### config.mk
export PLATFORM = sky130hd
export DESIGN_NAME = regbank_write_arbiter
export DESIGN_NICKNAME = d
export VERILOG_FILES = /design/src/rtl/regbank_write_arbiter.sv
export SDC_FILE = /design/constraint.sdc
export NUM_CORES = 1
export LEC_CHECK = 0
export ABC_AREA = 1
export CAP_MARGIN = 10
export CORE_MARGIN = 2
export CORE_UTILIZATION = 46
export DETAILED_ROUTE_END_ITERATION = 8
export PLACE_DENSITY = 0.86
export SLEW_MARGIN = 20
export SYNTH_ARGS = -nofsm -noshare
export SYNTH_HDL_FRONTEND = slang
export SYNTH_SLANG_ARGS = --single-unit
### constraint.sdc
create_clock -name clk -period 8.41 [get_ports clk]
set_clock_uncertainty 0.15 [all_clocks]
set_input_delay 1.682 -clock clk [delete_from_list [all_inputs] [get_ports clk]]
set_output_delay 1.682 -clock clk [all_outputs]
set_load 0.01 [all_outputs]
### src/rtl/regbank_write_arbiter.sv
// Round-robin write-port arbiter for the 16x16 register bank, with per-requester
// lock bursts and a registered write stage. Optional build macro: REGBANK_R0_ZERO_EN.
module regbank_write_arbiter #(
  parameter int NREQ = 3,
  parameter int DW   = 16
) (
  input  logic                 clk,
  input  logic                 reset,
  input  logic [NREQ-1:0]      req,
  input  logic [NREQ-1:0]      lock,
  input  logic [4*NREQ-1:0]    dest,
  input  logic [DW*NREQ-1:0]   data,
  output logic [NREQ-1:0]      gnt,
  output logic                 wr_en,
  output logic [3:0]           wr_dest,
  output logic [DW-1:0]        wr_data,
  output logic                 locked
);

  localparam int PW = (NREQ > 1) ? $clog2(NREQ) : 1;

  typedef enum logic {ARB, LOCK} state_t;

  state_t          state, state_nxt;
  logic [PW-1:0]   ptr, ptr_nxt;
  logic [PW-1:0]   owner, owner_nxt;
  logic [PW-1:0]   sel;
  logic [PW-1:0]   off;
  logic [PW-1:0]   pick_idx;
  logic [PW:0]     pick_sum;
  logic            found;
  logic [2*NREQ-1:0] req_rot;
  logic            xfer;
  logic            wr_ok;

  function automatic logic [PW-1:0] inc_mod(input logic [PW-1:0] i);
    if (i == PW'(NREQ - 1)) return '0;
    return i + PW'(1);
  endfunction

  // Rotate req so bit 0 is the requester at ptr; the first set bit is the winner.
  always_comb begin
    req_rot  = {req, req} >> ptr;
    found    = 1'b0;
    off      = '0;
    for (int k = 0; k < NREQ; k++) begin
      if (!found && req_rot[k]) begin
        found = 1'b1;
        off   = PW'(k);
      end
    end
    pick_sum = {1'b0, ptr} + {1'b0, off};
    if (pick_sum >= (PW+1)'(NREQ)) pick_sum = pick_sum - (PW+1)'(NREQ);
    pick_idx = pick_sum[PW-1:0];
  end

  always_comb begin
    gnt       = '0;
    sel       = '0;
    state_nxt = state;
    ptr_nxt   = ptr;
    owner_nxt = owner;
    if (reset) begin
      if (state == ARB) begin
        if (found) begin
          gnt[pick_idx] = 1'b1;
          sel           = pick_idx;
        end
      end else begin
        gnt[owner] = req[owner];
        sel        = owner;
      end
    end
    xfer = |gnt;
    if (xfer) begin
      case (state)
        ARB: begin
          ptr_nxt = inc_mod(sel);
          if (lock[sel]) begin
            state_nxt = LOCK;
            owner_nxt = sel;
          end
        end
        LOCK: begin
          if (!lock[owner]) begin
            state_nxt = ARB;
            ptr_nxt   = inc_mod(owner);
          end
        end
        default: state_nxt = ARB;
      endcase
    end
  end

  // With r0 protection the transfer still completes, but no bank write is issued.
`ifdef REGBANK_R0_ZERO_EN
  assign wr_ok = xfer && (dest[4*sel +: 4] != 4'd0);
`else
  assign wr_ok = xfer;
`endif

  always_ff @(posedge clk or negedge reset) begin
    if (!reset) begin
      state   <= ARB;
      ptr     <= '0;
      owner   <= '0;
      wr_en   <= 1'b0;
      wr_dest <= '0;
      wr_data <= '0;
    end else begin
      state   <= state_nxt;
      ptr     <= ptr_nxt;
      owner   <= owner_nxt;
      wr_en   <= wr_ok;
      if (wr_ok) begin
        wr_dest <= dest[4*sel +: 4];
        wr_data <= data[DW*sel +: DW];
      end
    end
  end

  assign locked = (state == LOCK);

endmodule

==> results of run 1 <==
-- per-stage QoR --
stage,worst slack (ns),instance area [µm²]
4_1_cts,1.62,3090
2_1_floorplan,2.85,2180
6_report,1.60,3100
5_1_grt,1.28,3100
3_5_place_dp,1.62,3020
3_3_place_gp,1.74,3020
-- kinds of logic after synthesis --
| logic type | Yosys count |
|---|---|
| and+or+nand+nor | 197 |
| DFF | 26 |
| buffers and inverters | 54 |
| AOI/OAI and AO/OA | 31 |
| adders and majority gates | 3 |
-- path summary, 6_finish.rpt --
check / from / endpoint / slack, ns / cells after the start
setup / recovery: req[1] / gnt[1] / 1.60 / 16
hold / removal: wr_data[2] / wr_data[2] / 0.34 / 2
setup reg to reg: ptr[0] / wr_data[1] / 4.31 / 23
hold reg to reg: wr_data[2] / wr_data[2] / 0.34 / 2
max in group asynchronous: reset / ptr[0] / 6.18 / 2
min in group asynchronous: reset / owner[1] / 1.65 / 2
-- cells in the final DEF (no fill, tap or decap), types with 2 or more instances in the layout --
master,Yosys,layout
sky130_fd_sc_hd__clkdlybuf4s50_1,0,92
sky130_fd_sc_hd__a21oi_1,3,3
sky130_fd_sc_hd__buf_4,2,2
sky130_fd_sc_hd__ha_1,2,2
sky130_fd_sc_hd__inv_2,4,4
sky130_fd_sc_hd__o211ai_2,18,18
sky130_fd_sc_hd__nand4_1,4,4
sky130_fd_sc_hd__o21ai_0,2,2
sky130_fd_sc_hd__nand3_2,2,2
sky130_fd_sc_hd__o211ai_1,2,2
sky130_fd_sc_hd__nand2_2,16,16
sky130_fd_sc_hd__inv_1,33,33
sky130_fd_sc_hd__nand3_1,40,40
sky130_fd_sc_hd__dfrtp_1,26,26
sky130_fd_sc_hd__clkbuf_8,0,3
sky130_fd_sc_hd__nand2_1,127,127
sky130_fd_sc_hd__nor2_1,4,4
-- layout make-up --
| type | instances | area share |
|---|---|---|
| Timing Repair Buffer | 94 | 0.302 |
| Multi-Input combinational cell | 231 | 0.398 |
| Tap cell | 54 | 0.0218 |
| Clock inverter | 1 | 0.00969 |
| Inverter | 37 | 0.0448 |
| Clock buffer | 3 | 0.0133 |
| Sequential cell | 26 | 0.210 |
-- metal layers --
metal / up-vias / GRT usage / routed length [µm]
li1: 1159 / - / -
met1: 1013 / 0.276 / 2340
met2: 81 / 0.386 / 2920
met3: 14 / 0.0539 / 348
met4: 0 / 0.0679 / 170
met5: - / 0 / 0
-- sequential cells by signal (all words and copies together) (netlist names) --
| register | cells |
|---|---|
| locked | 1 |
| owner | 2 |
| ptr | 2 |
| wr_data | 16 |
| wr_dest | 4 |
| wr_en | 1 |
-- cell usage after synthesis --
cell type / n
sky130_fd_sc_hd__nand2_1: 127
sky130_fd_sc_hd__nand3_1: 40
sky130_fd_sc_hd__inv_1: 33
sky130_fd_sc_hd__dfrtp_1: 26
sky130_fd_sc_hd__o211ai_2: 18
sky130_fd_sc_hd__nand2_2: 16
sky130_fd_sc_hd__buf_6: 7
sky130_fd_sc_hd__buf_2: 6
sky130_fd_sc_hd__inv_2: 4
sky130_fd_sc_hd__nand4_1: 4
sky130_fd_sc_hd__nor2_1: 4
sky130_fd_sc_hd__a21oi_1: 3
sky130_fd_sc_hd__a21oi_2: 2
sky130_fd_sc_hd__buf_4: 2
sky130_fd_sc_hd__ha_1: 2
sky130_fd_sc_hd__nand3_2: 2
sky130_fd_sc_hd__o211ai_1: 2
sky130_fd_sc_hd__o21ai_0: 2
sky130_fd_sc_hd__a31oi_1: 1
sky130_fd_sc_hd__buf_12: 1
sky130_fd_sc_hd__buf_8: 1
sky130_fd_sc_hd__fa_1: 1
sky130_fd_sc_hd__nand4_2: 1
sky130_fd_sc_hd__nor2_2: 1
sky130_fd_sc_hd__nor2_4: 1
sky130_fd_sc_hd__nor3_1: 1
sky130_fd_sc_hd__o21a_1: 1
sky130_fd_sc_hd__o21ai_1: 1
sky130_fd_sc_hd__o311ai_0: 1
-- power by group --
group	total [W]	switching [W]	leakage [nW]	internal [W]
Sequential	0.000251	0.0000461	0.321	0.000205
Clock	0.000103	0.0000397	0.0357	0.0000637
Combinational	0.00126	0.000787	1.21	0.000470
-- critical path, cell delays in order --
cell                              delay (ns)
sky130_fd_sc_hd__clkdlybuf4s50_1        0.50
sky130_fd_sc_hd__nand2_1                0.08
sky130_fd_sc_hd__nand3_1                0.09
sky130_fd_sc_hd__nand2_1                0.11
sky130_fd_sc_hd__a21oi_1                0.15
sky130_fd_sc_hd__ha_1                   0.15
sky130_fd_sc_hd__inv_1                  0.04
sky130_fd_sc_hd__fa_1                   0.51
sky130_fd_sc_hd__inv_2                  0.05
sky130_fd_sc_hd__ha_1                   0.19
sky130_fd_sc_hd__inv_2                  0.06
sky130_fd_sc_hd__nand4_1                0.10
sky130_fd_sc_hd__a21oi_1                0.31
sky130_fd_sc_hd__nand3_1                0.16
sky130_fd_sc_hd__a21oi_2                0.21
sky130_fd_sc_hd__clkdlybuf4s50_1        0.57
==> impl_summary.log, run 1 <==
INFO  metric report.final.setup_viol = 0
INFO  metric n_antenna_cell = 0
INFO  metric route.detailed.vias_per_inst = 5.08
INFO  metric finalCoreUtilization = 0.669
INFO  metric netlist_top_cells_area = sky130_fd_sc_hd__dfrtp_1, sky130_fd_sc_hd__nand2_1, sky130_fd_sc_hd__o211ai_2
INFO  metric ir_drop = 328 µV
INFO  metric dp.cells = 442
INFO  metric final_cells = roughly 450
INFO  metric cp_capture_type = output pin
INFO  metric synth_seq_area_share = 0.299
INFO  metric cts.repair_timing.setup_buffer_count = 0
INFO  metric synthesis.area = 2180 µm²
INFO  metric clock_tree.htree_level_count = 1
INFO  metric placement_rows = 25
INFO  metric design.die.area = 5300 µm²
INFO  metric postSynthAreaPerCell = 7.00 µm²
INFO  metric run_status = completed
INFO  metric worst_ep_required = about 6.6 ns
INFO  metric final_layout_size_suffix_gt1_frac = 0.130
INFO  metric clkSlewWorstSetupHoldPaths = 0.08 ns
INFO  metric slew-limit-headroom = 0.403
INFO  metric core-area = 4630 µm²
INFO  metric synth_area_in_adders = 0.0207
INFO  metric final.period_utilization = 0.810
INFO  metric die_h = 72.8 µm
INFO  metric timing.final.crit_period = ~6.8 ns
INFO  metric via_count = between 2000 and 2500
INFO  metric holdCritPathClass = reg -> reg
INFO  metric synth_top_family_by_area = simple AND/OR/NAND/NOR gates
INFO  metric element_type_at_the_critical_path_start = input port
INFO  metric clock_insertion_delay_worst_skew = 0.27 ns
INFO  metric worst_case_hold_slack = 0.336 ns
INFO  metric portBuffers = 92
INFO  metric multiplexer_share_of_the_synthesized_area = 0
INFO  metric die-width = a little over 70 µm
INFO  metric global_route_total_usage_across_every_layer = 0.224
INFO  metric route.final.wire_length = 5770 µm
INFO  metric post_synth_num_cell_types = 29
INFO  metric final-hold-violation-count = 0
INFO  metric floorplan.initialDensity = 0.470
INFO  metric antenna_violating_nets_post_route = 0
INFO  metric ys.warnings.count = 0
INFO  metric max_cap_violations = 0
INFO  metric synth_compound_gate_area_share = 0.143
INFO  metric cp_data_arrival_time = 4.98 ns
INFO  metric hpwl = 4290 µm
INFO  metric cts.sinks = 26
INFO  metric drtIter0Drc = 172
INFO  metric slew_viol_final = 0
INFO  metric tritoncts = done
INFO  metric antenna_found_initial = 0
INFO  metric grt_max_degree = 45
INFO  metric netlist.area_leader.share = 0.299
INFO  metric p_per_area = around 520 nW/µm²
INFO  metric yosys.area_share.simple = 0.401
INFO  metric tritoncts.num_buffers = 3
INFO  metric achievable-frequency = 147 MHz
INFO  metric area_of_combinational_cells_with_multiple_inputs = between 1000 and 1500 µm²
INFO  metric syn-num-nets = 382
INFO  metric max_slew.worst_pin.slew = slightly below 0.9 ns
INFO  metric detail_route.drc_violations = 0
INFO  metric leakage = 1.57 nW
INFO  metric syn_to_final_growth = 42.4%
INFO  metric critical_path_peak_fanout = 4
INFO  metric ff_latch_area = 651 µm²
INFO  metric setup_repair_after_global_routing_missed_its_margin = false
INFO  metric finalNetCount = ~460
INFO  metric postSynthRegisterBits = 26
INFO  metric grt_pass1_wl = ~9400 µm
INFO  metric num-fill-cells = 399
INFO  metric routedWlPerCell = 12.9 µm
INFO  metric synth_top_area_cell = sky130_fd_sc_hd__dfrtp_1
INFO  metric post_cts_resize_count = 0
INFO  metric finalWeightedCongestion = approximately 0.89
INFO  metric setup.worst_path.class = in -> out
INFO  metric clock_path_buffers = 2
INFO  metric ctsHoldBuffers = 0
INFO  metric globalRoute.totalOverflow = 0
INFO  metric cts_root_buffer = sky130_fd_sc_hd__clkbuf_8
INFO  metric via_count_of_the_first_global_routing_pass = 2054
INFO  metric boundaryPins = 93
INFO  metric timing.setup.tns = 0 ns
INFO  metric synth-xor-area-share = 0
INFO  metric first_pass_iters = 4
INFO  metric design_power_total = 0.00161 W
INFO  metric syn-instance-count = between 300 and 400
No activity file was read; power rests on OpenSTA's default activity.
==> run 2: changes to the inputs <==
Settings changed: CORE_UTILIZATION 46 to 39, PLACE_DENSITY 0.86 to 0.78.
Clock period 8.41 ns to 5.74 ns, I/O delays scaled along.
==> run 2 against run 1 <==
Final cell count rose by 4.9%. Wire length increased by 5.5%. Global-route usage fell by 2.8 points. Design area rose by 2.4%. Core utilization is 8.6 points lower. Critical path depth stayed put. Power is 51% higher. Setup slack lost 1.2 ns. Sequential power is 48% higher. Flip-flop and latch count unchanged. Sequential share of layout area fell by 0.50 points. Largest cell class unchanged. Largest power group unchanged. Highest routed layer unchanged.
==> impl_summary.log, run 2 (synthesis gave the netlist of run 1 again) <==
INFO  metric run_status = completed
INFO  metric cp_data_arrival_time = 4.09 ns (-0.89 ns)
INFO  metric global_route_total_usage_across_every_layer = 0.195 (-0.0281)
INFO  metric dpl-instance-area = 3090 µm² (+2.2%)
INFO  metric route.final.wire_length = 6090 µm (+5.5%)
INFO  metric worst-r2r-cell-count = 20 (-13%)
INFO  metric timing.final.crit_period = around 5.4 ns
INFO  metric ff2ff_setup_slack = 1.79 ns (-2.52 ns)
INFO  metric hpwl = 4580 µm (+6.7%)
INFO  metric boundaryPins = 93 (unchanged)
INFO  metric crit_path_cell_trace = clkdlybuf4s50_1 -> nand2_1 -> nand3_1 -> nand2_2 -> a21oi_1 -> ha_1 -> inv_1 -> fa_1 -> inv_2 -> ha_1 -> inv_2 -> nand4_1 -> a21oi_1 -> nand3_1 -> a21oi_2 -> dlymetal6s2s_1
INFO  metric element_type_at_the_critical_path_start = input port
INFO  metric worst_ep_required = 4.44 ns (-2.14 ns)
INFO  metric via_count = 2303 (+1.6%)
INFO  metric cts_root_buffer = sky130_fd_sc_hd__clkbuf_8
INFO  metric drtIter0Drc = 128 (-26%)
INFO  metric antenna_violating_nets_post_route = 0 (unchanged)
INFO  metric p_per_area = 768 nW/µm² (+48%)
INFO  metric route.detailed.vias_per_inst = 4.92 (-3.2%)
INFO  metric die_h = 78.7 µm (+8.1%)
INFO  metric finalNetCount = 468 (+0.86%)
INFO  metric placement_rows = 27 (+8.0%)
INFO  metric top_regs = wr_data x16, wr_dest x4
INFO  metric ir_drop = 372 µV (+13%)
INFO  metric tritoncts.num_buffers = 3 (unchanged)
INFO  metric post_cts_resize_count = 0 (unchanged)
INFO  metric design_power_total = 0.00244 W (+51%)
INFO  metric via_count_of_the_first_global_routing_pass = 2174 (+5.8%)
INFO  metric final.period_utilization = 0.938
INFO  metric n_antenna_cell = 0 (unchanged)
INFO  metric floorplan.initialDensity = 0.400 (-0.0700)
INFO  metric cp_capture_type = output pin
INFO  metric final-hold-violation-count = 0 (unchanged)
INFO  metric slew-limit-headroom = 0.556 (+0.153)
INFO  metric fin_area = 3170 µm² (+2.4%)
INFO  metric leakage = 1.65 nW (+4.9%)
INFO  metric antenna_found_initial = 0 (unchanged)
INFO  metric core-area = 5440 µm² (+17%)
INFO  metric slew_viol_final = 0 (unchanged)
INFO  metric clkSlewWorstSetupHoldPaths = 0.09 ns (about the same)
INFO  metric critical_path_peak_fanout = 4 (unchanged)
INFO  metric finalWeightedCongestion = 0.955 (+7.3%)
INFO  metric final_layout_size_suffix_gt1_frac = 0.146 (+0.0164)
INFO  metric largest_register_by_flop_count = wr_data
INFO  metric clock_path_buffers = 2 (unchanged)
INFO  metric max_slew.worst_pin.slew = 0.664 ns (-0.230 ns)
INFO  metric max_cap_violations = 0 (unchanged)
INFO  metric clock_tree.htree_level_count = 1 (unchanged)
INFO  metric mostFrequentLayoutCell = sky130_fd_sc_hd__nand2_1
INFO  metric critPathSlowestCell = sky130_fd_sc_hd__clkdlybuf4s50_1
INFO  metric globalRoute.totalOverflow = 0 (unchanged)
INFO  metric depth_of_the_critical_timing_path_with_buffers_and_inverters_included = 16 (unchanged)
INFO  metric first_pass_iters = 4 (unchanged)
INFO  metric largest_reg_flops = 16 (unchanged)
INFO  metric clock_insertion_delay_worst_skew = 0.27 ns (about the same)
INFO  metric syn_to_final_growth = 45.9%
INFO  metric cts.sinks = 26 (unchanged)
INFO  metric setup.worst_path.class = in -> out
INFO  metric final_cell_mix = sky130_fd_sc_hd__nand2_1, sky130_fd_sc_hd__clkdlybuf4s50_1, sky130_fd_sc_hd__nand3_1
INFO  metric achievable-frequency = 186 MHz
INFO  metric design.die.area = 6190 µm² (+17%)
INFO  metric die-width = 78.7 µm (+8.1%)
INFO  metric grt_pass1_wl = 9820 µm (+4.4%)
INFO  metric grt_max_degree = 43 (-4.4%)
INFO  metric holdCritPathClass = reg -> reg
INFO  metric detail_route.drc_violations = 0 (unchanged)
INFO  metric crit_family = buffers and inverters
INFO  metric setup_repair_after_global_routing_missed_its_margin = false
INFO  metric ctsHoldBuffers = 0 (unchanged)
INFO  metric timing.setup.tns = 0 ns (unchanged)
INFO  metric portBuffers = 92 (unchanged)
INFO  metric timing.critical_path.buf_inv = 5 (unchanged)
INFO  metric tritoncts = done
INFO  metric cts.repair_timing.setup_buffer_count = 0 (unchanged)
INFO  metric worstHoldPathCells = 2 (unchanged)
INFO  metric report.final.setup_viol = 0 (unchanged)
INFO  metric routedWlPerCell = 13.0 µm (+0.51%)
INFO  metric max_incr_delay_on_cp = 0.53 ns (-0.04 ns)
INFO  metric finalCoreUtilization = 0.584 (-0.0858)
-- run 2: report_power, final --
part	internal, W	switching [W]	total (W)
logic	0.000741	0.00117	0.00192
clock network	0.0000932	0.0000571	0.000150
registers	0.000300	0.0000705	0.000371
total	0.00113	0.00130	0.00244
-- run 2: area by class of cell --
| class | instances | area, µm² |
|---|---|---|
| clock inverter | 1 | 30.0 |
| tap | 72 | 90.1 |
| fill | 520 | 2260 |
| multi-input combinational | 231 | 1240 |
| timing repair buffer | 98 | 986 |
| sequential | 26 | 651 |
| inverter | 37 | 139 |
| clock buffer | 3 | 41.3 |
-- run 2: stage by stage --
step / hold WS, ns / setup slack, ns / std cells
after detailed placement: 0.314 / 0.0465 / 464
after CTS: 0.339 / 0.0641 / 468
after global routing: 0.363 / 0.199 / 468
final: 0.336 / 0.355 / 468
after global placement: 0.311 / 0.206 / 464
after floorplan: 0.363 / 1.25 / 311
-- run 2: final timing paths --
path | startpoint | endpoint
min in group asynchronous | reset | locked
worst max-delay path | req[1] | gnt[1]
worst min-delay path | wr_data[14] | wr_data[14]
max in group asynchronous | reset | wr_data[4]
worst min register to register | wr_data[14] | wr_data[14]
worst max register to register | ptr[0] | wr_dest[2]
-- run 2: routing by layer --
layer / track usage / part of all wire / vias to the layer above
met5: 0 / 0 / -
met4: 0.0316 / 0.0090 / 0
met3: 0.0398 / 0.071 / 8
met2: 0.355 / 0.50 / 91
met1: 0.242 / 0.42 / 1040
li1: - / - / 1164
-- run 2: worst reg2reg max path: cells and delay by family, from the launching register on --
kind                       cells  cell delay [ns]
DFF                            1             0.48
AOI/OAI and AO/OA              2             0.34
and+or+nand+nor               11             1.46
adders and majority gates      3             0.87
buffers and inverters          4             0.55
==> run 3: changes to the inputs <==
Settings changed: CORE_ASPECT_RATIO from default to 1.4.
==> run 3 against run 2 <==
Power down 0.42%. Combinational power about the same. Sequential share of layout area unchanged. Die area rose by 0.13%. Fmax decreased by 2.6%. Critical path depth increased by 3. Largest power group unchanged.
==> impl_summary.log, run 3 (synthesis gave the netlist of run 1 again) <==
INFO  metric setup_repair_after_global_routing_missed_its_margin = false
INFO  metric cts_root_buffer = sky130_fd_sc_hd__clkbuf_8
INFO  metric floorplan.initialDensity = 0.400 (-0.000460)
INFO  metric element_type_at_the_critical_path_start = input port
INFO  metric globalRoute.totalOverflow = 0 (unchanged)
INFO  metric max_slew.worst_pin.slew = 0.665 ns (+0.000843 ns)
INFO  metric report.final.setup_viol = 0 (unchanged)
INFO  metric cp_data_arrival_time = 4.23 ns (+0.14 ns)
INFO  metric finalCoreUtilization = 0.583 (-0.000671)
INFO  metric r2r-end = wr_data[0]
INFO  metric final-hold-violation-count = 0 (unchanged)
INFO  metric mostFrequentLayoutCell = sky130_fd_sc_hd__nand2_1
INFO  metric timing.critical_path.from = req[1]
INFO  metric clock_path_buffers = 2 (unchanged)
INFO  metric timing.final.crit_period = 5.53 ns (+0.143 ns)
INFO  metric critical_path_peak_fanout = 4 (unchanged)
INFO  metric max_incr_delay_on_cp = 0.52 ns (about the same)
INFO  metric boundaryPins = 93 (unchanged)
INFO  metric critPathSlowestCell = sky130_fd_sc_hd__fa_1
INFO  metric hpwl = 4570 µm (-0.29%)
INFO  metric power_switching = 0.00130 W (-0.25%)
INFO  metric finalNetCount = 469 (+0.21%)
INFO  metric design.die.area = 6200 µm² (+0.13%)
INFO  metric largest_register_by_flop_count = wr_data
INFO  metric die-width = 67.1 µm (-15%)
INFO  metric crit_path_cell_trace = clkdlybuf4s50_1 -> nand2_1 -> nand3_1 -> nand2_2 -> a21oi_2 -> ha_1 -> inv_1 -> fa_1 -> inv_2 -> ha_1 -> inv_2 -> nand2_1 -> nand2_1 -> a21oi_1 -> buf_4 -> nor2_2 -> nand3_2 -> inv_1 -> clkdlybuf4s50_1
INFO  metric hold_path.startpoint = wr_data[12]
INFO  metric cp_capture_type = output pin
INFO  metric largest_reg_flops = 16 (unchanged)
INFO  metric tritoncts = done
INFO  metric global_route_total_usage_across_every_layer = 0.203 (+0.00719)
INFO  metric cpMostUsedCell = sky130_fd_sc_hd__nand2_1
INFO  metric grt_pass1_wl = 9750 µm (-0.70%)
INFO  metric holdCritPathClass = reg -> reg
INFO  metric p_per_area = 764 nW/µm² (-0.42%)
INFO  metric route.detailed.vias_per_inst = 4.88 (-0.80%)
INFO  metric worst-r2r-cell-count = 21 (+5.0%)
INFO  metric timing.setup.tns = 0 ns (unchanged)
INFO  metric run_status = completed
INFO  metric endpoint = gnt[2]
INFO  metric slew-limit-headroom = 0.555 (-0.000563)
INFO  metric portBuffers = 92 (unchanged)
INFO  metric clock_insertion_delay_worst_skew = 0.27 ns (about the same)
INFO  metric max_cap_violations = 0 (unchanged)
INFO  metric first_pass_iters = 4 (unchanged)
INFO  metric final_layout_size_suffix_gt1_frac = 0.151 (+0.00467)
INFO  metric worst_ep_required = 4.44 ns (about the same)
INFO  metric share_comb_of_total_power = 0.797 (+0.011)
INFO  metric setup.worst_path.class = in -> out
INFO  metric routedWlPerCell = 12.8 µm (-1.8%)
INFO  metric core-area = 5450 µm² (+0.11%)
INFO  metric top_regs = wr_data x16, wr_dest x4
INFO  metric final_cell_mix = sky130_fd_sc_hd__nand2_1, sky130_fd_sc_hd__clkdlybuf4s50_1, sky130_fd_sc_hd__nand3_1
INFO  metric achievable-frequency = 181 MHz (-2.6%)
INFO  metric detail_route.drc_violations = 0 (unchanged)
INFO  metric die_h = 92.4 µm (+17%)
INFO  metric grt_max_degree = 24 (-44%)
INFO  metric clkPwrFrac = 0.049 (-0.013)
INFO  metric leakage = 1.63 nW (-0.80%)
INFO  metric antenna_found_initial = 0 (unchanged)
INFO  metric syn_to_final_growth = 45.9% (unchanged)
INFO  metric internal-power = 0.00113 W (-0.61%)
INFO  metric cts.sinks = 26 (unchanged)
INFO  metric clkSlewWorstSetupHoldPaths = 0.08 ns (about the same)
INFO  metric finalWeightedCongestion = 0.770 (-19%)
INFO  metric ir_drop = 364 µV (-2.1%)
INFO  metric tritoncts.num_buffers = 3 (unchanged)
INFO  metric antenna_violating_nets_post_route = 0 (unchanged)
INFO  metric worstReg2RegStart = ptr[0]
INFO  metric route.final.wire_length = 5950 µm (-2.4%)
INFO  metric power.sequential.fraction = 0.154 (+0.002)
INFO  metric via_count = 2270 (-1.4%)
INFO  metric p_sw_frac = 0.535 (+0.000911)
INFO  metric final.period_utilization = 0.963 (+0.0249)
INFO  metric ctsHoldBuffers = 0 (unchanged)
INFO  metric clock_tree.htree_level_count = 1 (unchanged)
INFO  metric placement_rows = 32 (+19%)
INFO  metric slew_viol_final = 0 (unchanged)
INFO  metric drtIter0Drc = 89 (-30%)
INFO  metric via_count_of_the_first_global_routing_pass = 2269 (+4.4%)
INFO  metric n_antenna_cell = 0 (unchanged)
INFO  metric ff2ff_setup_slack = 1.87 ns (+0.08 ns)
-- run 3: cell types whose count changed in the layout (fill, tap and decap cells not counted), sizes merged --
cell	previous run	this run
clkbuf	3	4
clkdlybuf4s50	89	90
bufinv	1	0
dlymetal6s2s	3	2
buf	6	7
-- run 3: worst min-delay path by stage --
stage | depth (start not counted) | to
after CTS | 2 | wr_data[4]
after detailed placement | 2 | wr_data[4]
after global placement | 2 | wr_data[7]
after global routing | 2 | wr_data[14]
after floorplan | 2 | wr_data[10]
final | 2 | wr_data[12]
-- run 3: routing by layer --
| metal | part of all wire | track usage |
|---|---|---|
| met1 | 0.38 | 0.226 |
| met2 | 0.54 | 0.365 |
| met3 | 0.048 | 0.0243 |
| met4 | 0.031 | 0.104 |
| met5 | 0 | 0 |
-- run 3: power groups by stage --
stage	registers (W)	logic, W	clock network [W]
after floorplan	0.000387	0.00149	0
after global placement	0.000370	0.00190	0
after detailed placement	0.000374	0.00195	0
after CTS	0.000374	0.00195	0.000122
after global routing	0.000385	0.00219	0.000128
final	0.000373	0.00193	0.000118
-- run 3: cell type report --
| class | count | area, µm² |
|---|---|---|
| Sequential cell | 26 | 651 |
| Timing Repair Buffer | 99 | 1000 |
| Multi-Input combinational cell | 231 | 1240 |
| Inverter | 37 | 139 |
| Clock buffer | 4 | 55.1 |
| Fill cell | 517 | 2270 |
| Tap cell | 68 | 85.1 |
-- run 3: worst max-delay path, delay by kind of cell --
kind / cells / cell delay (ns)
buffers and inverters: 7 / 1.41
adder cells (fa/ha/maj): 3 / 0.86
AO/OA/AOI/OAI: 2 / 0.21
AND/OR/NAND/NOR: 7 / 0.58
-- run 3: timing repair --
action                                  4_1_cts  5_1_grt
setup buffers                                 0        0
resized for setup                             0        6
endpoints found under the setup margin        0        3
-- run 3: per-stage QoR --
step | area (µm²) | power, W | worst slack [ns] | hold WS, ns | std cells
after detailed placement | 3100 | 0.00232 | 0.121 | 0.315 | 461
after global placement | 3100 | 0.00227 | 0.236 | 0.311 | 461
after floorplan | 2180 | 0.00188 | 1.25 | 0.363 | 311
after CTS | 3160 | 0.00244 | 0.108 | 0.338 | 465
after global routing | 3170 | 0.00270 | 0.0133 | 0.356 | 465
final | 3170 | 0.00243 | 0.212 | 0.335 | 465
